==> config.mk <==
export PLATFORM = sky130hd
export DESIGN_NAME = word_serializer
export DESIGN_NICKNAME = d
export VERILOG_FILES = /design/src/rtl/ser_pkg.sv /design/src/rtl/word_hold_buf.sv /design/src/rtl/word_serializer.sv
export SDC_FILE = /design/constraint.sdc
export NUM_CORES = 1
export LEC_CHECK = 0
export ABC_CLOCK_PERIOD_IN_PS = 2000
export CORE_MARGIN = 2
export CORE_UTILIZATION = 50
export CTS_CLUSTER_SIZE = 24
export DETAILED_ROUTE_END_ITERATION = 12
export GPL_TIMING_DRIVEN = 0
export MAX_ROUTING_LAYER = met4
export PLACE_DENSITY_LB_ADDON = 0.1
export SYNTH_ARGS = -nofsm -noshare
export SYNTH_HDL_FRONTEND = slang
export SYNTH_SLANG_ARGS = --single-unit
==> constraint.sdc <==
create_clock -name clk -period 2 [get_ports clk]
set_input_delay 0.4 -clock clk [delete_from_list [all_inputs] [get_ports clk]]
set_output_delay 0.4 -clock clk [all_outputs]
set_load 0.01 [all_outputs]
==> src/rtl/ser_pkg.sv <==
// ---------------------------------------------------------------------------
// ser_pkg
//
// Shared definitions for the word serializer front end.
//
// Contents:
//   ser_state_t  - serializer FSM states (IDLE, SHIFT)
//   cnt_width()  - width of the bit counter needed for a given word width
// ---------------------------------------------------------------------------
package ser_pkg;

    typedef enum logic {
        IDLE  = 1'b0,
        SHIFT = 1'b1
    } ser_state_t;

    // Counter only has to reach width-1. The guard keeps the counter at least
    // one bit wide even for the smallest legal word width.
    function automatic int cnt_width(input int width);
        if (width <= 2)
            return 1;
        return $clog2(width);
    endfunction

endpackage

==> src/rtl/word_hold_buf.sv <==
// ---------------------------------------------------------------------------
// word_hold_buf
//
// One-entry holding register sitting between the upstream valid/ready
// handshake and the serializer's shift register.
//
// Ports:
//   clk       in   clock, rising edge
//   rst       in   asynchronous active-low reset
//   in_valid  in   upstream word present on in_data
//   in_data   in   WIDTH-bit word to store
//   in_ready  out  entry is empty; a word is taken when in_valid && in_ready
//   pop       in   read side consumes the stored word this edge
//   full      out  entry holds a word
//   data      out  stored word
// ---------------------------------------------------------------------------
module word_hold_buf #(
    parameter int WIDTH = 8
) (
    input  logic             clk,
    input  logic             rst,
    input  logic             in_valid,
    input  logic [WIDTH-1:0] in_data,
    output logic             in_ready,
    input  logic             pop,
    output logic             full,
    output logic [WIDTH-1:0] data
);

    // Ready comes straight from the registered flag so the upstream never
    // sees a combinational path from its own valid back to ready.
    assign in_ready = !full;

    // A pop only happens while full and an accept only while empty, so the
    // two branches never compete for the same edge.
    always_ff @(posedge clk or negedge rst) begin
        if (!rst) begin
            full <= 1'b0;
            data <= '0;
        end else if (pop) begin
            full <= 1'b0;
        end else if (in_valid && !full) begin
            data <= in_data;
            full <= 1'b1;
        end
    end

endmodule

==> src/rtl/word_serializer.sv <==
// ---------------------------------------------------------------------------
// word_serializer
//
// Parallel-to-serial front end for the serial remainder datapath. Buffers one
// word and shifts each word out MSB first, one bit per clock, with first/last
// frame markers for the downstream mod-5 tracker.
//
// Ports:
//   clk        in   clock, rising edge
//   rst        in   asynchronous active-low reset
//   in_valid   in   upstream word present on in_data
//   in_data    in   WIDTH-bit word, bit WIDTH-1 sent first
//   in_ready   out  holding register empty
//   ser_x      out  current serial bit, 0 when ser_valid is 0
//   ser_valid  out  ser_x carries a frame bit
//   ser_first  out  this cycle carries the frame MSB
//   ser_last   out  this cycle carries the frame LSB
//   busy       out  shifting a frame or holding a word
// ---------------------------------------------------------------------------
module word_serializer
    import ser_pkg::*;
#(
    parameter int WIDTH = 8
) (
    input  logic             clk,
    input  logic             rst,
    input  logic             in_valid,
    input  logic [WIDTH-1:0] in_data,
    output logic             in_ready,
    output logic             ser_x,
    output logic             ser_valid,
    output logic             ser_first,
    output logic             ser_last,
    output logic             busy
);

    localparam int               CNT_W   = cnt_width(WIDTH);
    localparam logic [CNT_W-1:0] CNT_MAX = CNT_W'(WIDTH - 1);

    ser_state_t       state;
    logic [CNT_W-1:0] cnt;
    logic [WIDTH-1:0] sreg;
    logic             hold_full;
    logic [WIDTH-1:0] hold_data;
    logic             at_last;
    logic             load;

    assign at_last = (cnt == CNT_MAX);

    // Loading on the LSB cycle of the current frame is what lets frames run
    // back to back with no idle cycle in between.
    assign load = hold_full && ((state == IDLE) || ((state == SHIFT) && at_last));

    word_hold_buf #(
        .WIDTH (WIDTH)
    ) u_hold (
        .clk      (clk),
        .rst      (rst),
        .in_valid (in_valid),
        .in_data  (in_data),
        .in_ready (in_ready),
        .pop      (load),
        .full     (hold_full),
        .data     (hold_data)
    );

    // Serializer FSM, bit counter and shift register. The counter marks the
    // position inside the frame: 0 on the MSB, WIDTH-1 on the LSB.
    always_ff @(posedge clk or negedge rst) begin
        if (!rst) begin
            state <= IDLE;
            cnt   <= '0;
            sreg  <= '0;
        end else begin
            case (state)
                IDLE: begin
                    if (load) begin
                        sreg  <= hold_data;
                        cnt   <= '0;
                        state <= SHIFT;
                    end
                end
                SHIFT: begin
                    if (!at_last) begin
                        sreg <= {sreg[WIDTH-2:0], 1'b0};
                        cnt  <= cnt + CNT_W'(1);
                    end else if (load) begin
                        sreg  <= hold_data;
                        cnt   <= '0;
                        state <= SHIFT;
                    end else begin
                        cnt   <= '0;
                        state <= IDLE;
                    end
                end
                default: begin
                    cnt   <= '0;
                    state <= IDLE;
                end
            endcase
        end
    end

    // Output decode uses registered state only, so every output is glitch
    // free relative to the clock and independent of the current inputs.
    assign ser_valid = (state == SHIFT);
    assign ser_x     = ser_valid & sreg[WIDTH-1];
    assign ser_first = ser_valid & (cnt == '0);
    assign ser_last  = ser_valid & at_last;
    assign busy      = ser_valid | hold_full;

endmodule

# [Word-level counts from Yosys, hierarchy flattened]
# Cells that the tools add are included.
[totals] word_cells=33 out_inout_bits=6 reg_bits=21 input_bits=11
[classes] eq_ne=2 mux=11 addsub=1 n_reduce_logical=8 bitwise_logic=6
[ops] operator="$mux 8" n=2
[ops] operator="$pmux 8 s2" n=1
[ops] operator="$mux 3" n=2
[ops] operator="$pmux 3 s2" n=1
[ops] operator="$mux 1" n=4
[ops] operator="$add 3x1->3 const B" n=1
[ops] operator="$and 1x1->1" n=3
[ops] operator="$eq 3x3->1 const B" n=1
[ops] operator="$logic_and 1x1->1" n=3
[ops] operator="$logic_not 3->1" n=1
[ops] operator="$ne 2x2->1 const B" n=1
[ops] operator="$not 1->1" n=2
[ops] operator="$pmux 1 s2" n=1
[ops] operator="$reduce_and 2->1" n=1
[ops] operator="$reduce_bool 2->1" n=1
[ops] operator="$logic_not 1->1" n=1
[ops] operator="$logic_or 1x1->1" n=1
[ops] operator="$or 1x1->1" n=1

# [Longest topological paths before layout]
# Gate-level depths: netlist (run 1).
[logic_depth] depth_word=7 mapped_depth=5 depth_no_buf=4

# [By module]
# Synthesis (run 1) repeated with hierarchy kept, for this count alone.
[hier_totals] cells_unflattened=69 area_unflattened_um2=1009.7
[modules_own_cells] mod="word_serializer" cells_each=48 seq_area_each_um2=300.3 area_each_um2=664.4 instances=1
[modules_own_cells] mod="word_hold_buf" cells_each=21 seq_area_each_um2=225.2 area_each_um2=345.3 instances=1

# [Worst setup path after synthesis (run 1)]
# OpenSTA, ideal clock, no wires.
[synth_path] path_type="register to register" start="register cnt[0]" end="register sreg[1]" t_required_ns=1.875 arrival_ns=1.380 stages_incl_launch_ff=6 n_path_buf=1 path_slack_ns=0.495 period_less_slack_ns=1.505 setup_ns=0.125 path_cell_list="dfrtp_1 > ha_1 > ha_1 > nand2b_1 > buf_2 > mux2_4"
[synth_via] elab_chain_len=7
[synth_rtl] element="start, declared" line="word_serializer.sv:41" source="logic [CNT_W-1:0] cnt;"
[synth_rtl] element="start signal, assigned" line="word_serializer.sv:86" source="cnt <= cnt + CNT_W'(1);"
[synth_rtl] element="$eq 3x3->1 (*)" line="word_serializer.sv:48" source="assign at_last = (cnt == CNT_MAX);"
[synth_rtl] element="$logic_and 1x1->1" line="word_serializer.sv:52" source="assign load = hold_full && ((state == IDLE) || ((state == SHIFT) && at_last));"
[synth_rtl] element="$logic_or 1x1->1" line="word_serializer.sv:52"
[synth_rtl] element="$logic_and 1x1->1" line="word_serializer.sv:52"
[synth_rtl] element="$mux 8"
[synth_rtl] element="$mux 8" line="word_serializer.sv:84" source="if (!at_last) begin"
[synth_rtl] element="$pmux 8 s2 (*)" line="word_serializer.sv:75" source="case (state)"
[synth_rtl] element="end signal, assigned" line="word_serializer.sv:78" source="sreg <= hold_data;"
[synth_rtl] element="end signal, assigned" line="word_serializer.sv:85" source="sreg <= {sreg[WIDTH-2:0], 1'b0};"
[synth_rtl] element="end signal, assigned" line="word_serializer.sv:88" source="sreg <= hold_data;"
[synth_rtl] element="end, declared" line="word_serializer.sv:42" source="logic [WIDTH-1:0] sreg;"
# Mark *: on every way between the ends. The rest lies on a longest branch, timed or not.
# A chain may end at the register's enable or synchronous reset.

# [Worst setup path after layout (run 1)]
[layout_path] start="register cnt[0]" end="output ser_last"
[layout_via] elab_chain_len=2
[layout_rtl] element="$eq 3x3->1" line="word_serializer.sv:48"
[layout_rtl] element="$and 1x1->1" line="word_serializer.sv:109" source="assign ser_last = ser_valid & at_last;"
[layout_rtl] element="end, declared" line="word_serializer.sv:33" source="output logic ser_last,"
# No other way between the ends.

==> results.cfg, run 1 <==
[status]
status = complete, no violations

[sta]
finalSetupViolCount = 0
finalCritPeriodShare = 0.956
drv_slew = 0
finalHoldViolations = 0
min_period_ns = 1.91
fin_setup_tns_ns = 0
fin_ws_ns = 0.0885
rsz0062_at_grt = no
skew_ns = 0.00612
slew_headroom = 0.371
max_clock_freq_ghz = 0.523
tightest_slew_ns = 0.940

[logic_synthesis]
seq_area_frac_synth = 0.534
yosys_warnings = 0
synth_adder_area_share = 0.0381
netlist_instances = 69
synth-seq-cells = 21
avgSynthCellArea_sq_um = 14.3
synth-xor-area-share = 0
netlist_area_sq_um = 985
synth_mux_area_frac = 0.310
synth_simple_gate_area_frac = 0.0559
syn_nets = 83
synth-compound-area-share = 0.0216
synth_top_family_by_area = multiplexers
synth_cell_type_count = 18

[critical_path]
crit_buf_inv = 1
cp-end-kind = primary output
worstPathArrival_ns = 1.51
rrSetupSlack_ns = 0.44
cp_num_cells = 4
rr_endpoint = sreg[3]$_DFF_PN0_
critPathTopFamily = flip-flops
path_cells = ha_1 > ha_2 > and2_1 > dlygate4sd2_1
worstSetupPathType = reg2out
cpMaxStageDelayCell = dfrtp_1
critical-path-max-stage-delay_ns = 0.40
required_ns = 1.60
cp_max_fo = 3
crit_start = cnt[0]$_DFFE_PN0P_
rr_startpoint = cnt[0]$_DFFE_PN0P_
reg2reg_depth = 5
endpoint = ser_last
start_kind = flip-flop

[drt]
routedWlPerCell_microns = 12.4
drt_iter0_drc = 2
finalWirelength_mm = 1.47
drt_pass1_iterations = 3
drc = 0
ant_nets = 0
via_per_inst = 4.95
vias = 584

[cells_and_area]
fin_area_sq_mm = 0.00122
finalNetCount = 106
area_growth_pct = 23.9
drive_gt1_frac = 0.363
antenna_cells = 0

[clocking]
cts_made_buffers = 3
clock_latency_ns = 0.30
cts_tree = done
clock_path_buffers = 2
h-tree-depth = 1
cts_root_buf = clkbuf_4
clk_pin_slew_ns = 0.12
cts_hold_buf = 0
cts.sinks = 21

[power]
peakVddDrop_uv = 776
cellLeakagePower_nw = 0.586
p_per_area_mw_per_mm2 = 1430
p_total_mw = 1.75

[hold_path]
hp-class = reg2reg

[flow_run]
drv_cap = 0

[grt]
antenna_found_initial = 0
grt_pass1_wl_mm = 2.64
grt_pass1_vias = 607
grt_overflow = 0
track_usage = 0.152
grt_max_degree = 22

[placement]
place_ws_ns = 0.165
post-dp-hpwl_mm = 1.01
placed_cell_area_sq_mm = 0.00118
place_congestion = 0.688
port_buffers = 16

[floorplanning]
dieArea_sq_mm = 0.00234
core_area_sq_mm = 0.00190
fp.dieH_microns = 48.4
die_w_microns = 48.4
rows = 16
start_util = 0.518
io_pins = 17
==> Yosys cell counts (all sizes together) <==
master	number	area, sq um
nor2b	2	12.5
and3	1	6.26
buf	3	21.3
dfrtp	21	526
o32ai	1	8.76
or2	1	6.26
inv	5	18.8
mux2	22	285
a21o	1	7.51
o21ai	1	5.00
nand2	2	7.51
nor2	1	3.75
and2	2	12.5
ha	3	37.5
nand2b	1	6.26
mux2i	2	20.0
==> worst min path at each step <==
| stage | cells past startpoint | start | slack [ns] | to |
|---|---|---|---|---|
| 3_3_place_gp | 1 | sreg[4]$_DFF_PN0_ | 0.49 | sreg[5]$_DFF_PN0_ |
| 4_1_cts | 1 | sreg[4]$_DFF_PN0_ | 0.52 | sreg[5]$_DFF_PN0_ |
| 6_report | 1 | u_hold.data[7]$_DFFE_PN0P_ | 0.52 | u_hold.data[7]$_DFFE_PN0P_ |
| 2_1_floorplan | 0 | rst | 0.10 | cnt[0]$_DFFE_PN0P_ |
| 5_1_grt | 1 | sreg[5]$_DFF_PN0_ | 0.54 | sreg[6]$_DFF_PN0_ |
| 3_5_place_dp | 1 | sreg[0]$_DFF_PN0_ | 0.50 | sreg[1]$_DFF_PN0_ |
==> cell families (layout without fill, tap and decap cells) <==
| family | after synthesis | in the layout |
|---|---|---|
| mux | 24 | 24 |
| flops | 21 | 21 |
| simple gates | 10 | 10 |
| buf+inv | 8 | 30 |
| fa+ha+maj | 3 | 3 |
| compound gates | 3 | 3 |
==> state kept, by name, indices dropped and copies added, names as in the netlist <==
| signal | count |
|---|---|
| sreg | 8 |
| u_hold.data | 8 |
| cnt | 3 |
| u_hold.full | 1 |
| ser_valid | 1 |
==> area by class of cell <==
cell class,count,area [sq um]
buffer,3,21.3
clock buffer,4,26.3
fill,156,682
inverter,5,18.8
multi-input combinational,40,422
sequential,21,527
tap,27,33.8
timing repair buffer,18,171
==> where the power goes <==
group	switching [mW]	leakage (nW)	internal, mW
sequential	0.0970	0.255	0.609
combinational	0.304	0.316	0.535
clock	0.124	0.0150	0.0777
total	0.525	0.586	1.22
==> metrics by stage <==
step,utilization,hold WS (ns),instances
6_report,0.641,0.518,118
5_1_grt,0.641,0.536,118
4_1_cts,0.640,0.524,118
3_5_place_dp,0.620,0.495,112
3_3_place_gp,0.620,0.488,112
2_1_floorplan,-,0.104,69
==> cells in the final DEF, fill, tap and decap left out, drive strengths merged <==
| cell | synthesis | routed |
|---|---|---|
| nor2b | 2 | 2 |
| dlygate4sd2 | 0 | 3 |
| nor2 | 1 | 1 |
| mux2 | 22 | 22 |
| inv | 5 | 5 |
| nand2 | 2 | 2 |
| nand2b | 1 | 1 |
| clkbuf | 0 | 4 |
| mux2i | 2 | 2 |
| buf | 3 | 5 |
| o32ai | 1 | 1 |
| o21ai | 1 | 1 |
| clkdlybuf4s50 | 0 | 13 |
| and2 | 2 | 2 |
| and3 | 1 | 1 |
| ha | 3 | 3 |
| a21o | 1 | 1 |
| or2 | 1 | 1 |
| dfrtp | 21 | 21 |
==> metal layers <==
layer / routed length (microns) / GRT usage / share of wire / up-vias
li1: - / - / - / 278
met4: 14 / 0.0857 / 0.0095 / 0
met3: 57 / 0.0216 / 0.039 / 2
met2: 745 / 0.245 / 0.51 / 10
met1: 650 / 0.186 / 0.44 / 294
met5: 0 / - / 0 / -
==> timing repair <==
item	CTS	global route
gates resized for setup	4	1
endpoints found under the setup margin	3	1
setup buffers	2	0
(Power assumes the default switching activity.)
==> inputs of run 2 (changes only) <==
- REMOVE_ABC_BUFFERS: unset -> 1
==> run 2 against run 1 <==
Worst hold slack lost 0.0027 ns. Core utilization shrank 1.1 points. Cell count fell by 2.5%. Highest routed layer unchanged. Global-route usage shrank 0.41 points. Via count is 4.1% lower. First-iteration DRC count increased by 50%. Non-clock buffer count shrank 3. Sequential power grew 6.2%. Combinational power decreased by 9.0%. Design area shrank 1.7%. Total power fell by 2.3%.
==> results.cfg, run 2 (synthesized netlist as in run 1, its figures left out) <==
[drt]
drc = 0
ant_nets = 0
routedWlPerCell_microns = 12.2
vias = 560
drt_iter0_drc = 3
finalWirelength_mm = 1.40
via_per_inst = 4.87
drt_pass1_iterations = 3

[critical_path]
critPathTopFamily = buffers and inverters
required_ns = 1.60
cp-end-kind = primary output
rr_startpoint = u_hold.full$_DFFE_PN0P_
cpMaxStageDelayCell = dfrtp_1
crit_top_cell = buf_4
path_cells = buf_4 > buf_4 > inv_1 > ha_1 > and3_1 > dlygate4sd2_1
rrSetupSlack_ns = 0.29
worstSetupPathType = reg2out
worstPathArrival_ns = 1.53
critical-path-max-stage-delay_ns = 0.41
cp_max_fo = 2
rr_endpoint = u_hold.data[4]$_DFFE_PN0P_
crit_buf_inv = 4
reg2reg_depth = 2
start_kind = flip-flop

[hold_path]
hp-class = reg2reg
whs_endpoint = u_hold.data[4]$_DFFE_PN0P_
holdPathStages = 1
hold_start = u_hold.data[4]$_DFFE_PN0P_

[power]
cellLeakagePower_nw = 0.570
p_total_mw = 1.71
peakVddDrop_uv = 864
p_per_area_mw_per_mm2 = 1420

[grt]
antenna_found_initial = 0
grt_pass1_wl_mm = 2.62
grt_pass1_vias = 596
track_usage = 0.148
grt_max_degree = 22
grt_overflow = 0

[floorplanning]
io_pins = 17
core_area_sq_mm = 0.00190
rows = 16
start_util = 0.518
dieArea_sq_mm = 0.00234
fp.dieH_microns = 48.4
die_w_microns = 48.4

[clocking]
h-tree-depth = 1
cts.sinks = 21
clk_pin_slew_ns = 0.11
cts_hold_buf = 0
clock_path_buffers = 2
cts_tree = done
clock_latency_ns = 0.29
cts_made_buffers = 3
cts_root_buf = clkbuf_4

[sta]
max_clock_freq_ghz = 0.519
min_period_ns = 1.93
slew_headroom = 0.404
finalSetupViolCount = 0
drv_slew = 0
rsz0062_at_grt = no
hold-worst-slack_ns = 0.515
skew_ns = 0.00365
tightest_slew_ns = 0.892
finalHoldViolations = 0
fin_ws_ns = 0.0721
fin_setup_tns_ns = 0
finalCritPeriodShare = 0.964

[cells_and_area]
finalNetCount = 103
drive_gt1_frac = 0.341
fin_area_sq_mm = 0.00120
layout_common_cells = dfrtp_1, clkdlybuf4s50_1, mux2_2, mux2_4, inv_1
antenna_cells = 0
multi_input_area_sq_um = 422
seq_area_sq_um = 527
area_growth_pct = 21.7
fillers = 162
final_common_cell = dfrtp_1
top_regs = sreg x8, u_hold.data x8, cnt x3

[flow_run]
drv_cap = 0

[placement]
place_ws_ns = -0.0562
placed_cell_area_sq_mm = 0.00116
place_congestion = 0.667
post-dp-hpwl_mm = 1.00
port_buffers = 16

[status]
status = complete, no violations
## run 2: cell count changes in the layout (fill, tap and decap cells not counted)
cell,delta
buf_6,-1
buf_2,-2
## run 2: routing by layer
metal  GRT usage  wire [microns]
met5           -               0
met2       0.234             690
met3      0.0340              63
met1       0.194             640
met4      0.0429               7
## run 2: area by class of cell
| type | count | share of cell area |
|---|---|---|
| multi-input combinational | 40 | 0.352 |
| tap | 27 | 0.0282 |
| sequential | 21 | 0.439 |
| timing repair buffer | 18 | 0.143 |
| inverter | 5 | 0.0157 |
| clock buffer | 4 | 0.0219 |
## run 2: worst register-to-register path, delay by kind of cell (launching register included)
family,cells,cell delay (ns)
flops,1,0.54
simple gates,1,0.66
mux,1,0.41
## run 2: power breakdown
group          total (mW)  switching, mW  internal (mW)
clock network       0.194          0.116         0.0775
registers           0.750          0.142          0.608
logic               0.764          0.256          0.508
total                1.71          0.514           1.19
## run 2: worst max path at each step
stage,from,slack (ns),endpoint,cells past startpoint
floorplan,cnt[0]$_DFFE_PN0P_,0.43,sreg[1]$_DFF_PN0_,4
global placement,in_valid,-0.03,u_hold.data[4]$_DFFE_PN0P_,3
detailed placement,in_valid,-0.06,u_hold.data[4]$_DFFE_PN0P_,3
CTS,cnt[0]$_DFFE_PN0P_,0.05,ser_last,4
global route,cnt[0]$_DFFE_PN0P_,0.004,ser_first,6
finish,cnt[0]$_DFFE_PN0P_,0.07,ser_first,6
## run 2: metrics by stage
step | utilization | instances
after floorplan | - | 66
after global placement | 0.609 | 109
after detailed placement | 0.609 | 109
after CTS | 0.625 | 114
after global routing | 0.630 | 115
final | 0.630 | 115
## run 2: repair_timing
action                                  in CTS  in global routing
endpoints found under the setup margin       3                  1
buffers inserted                             1                  1
hold endpoints to repair                     0                  0
gates resized for setup                      4                  1
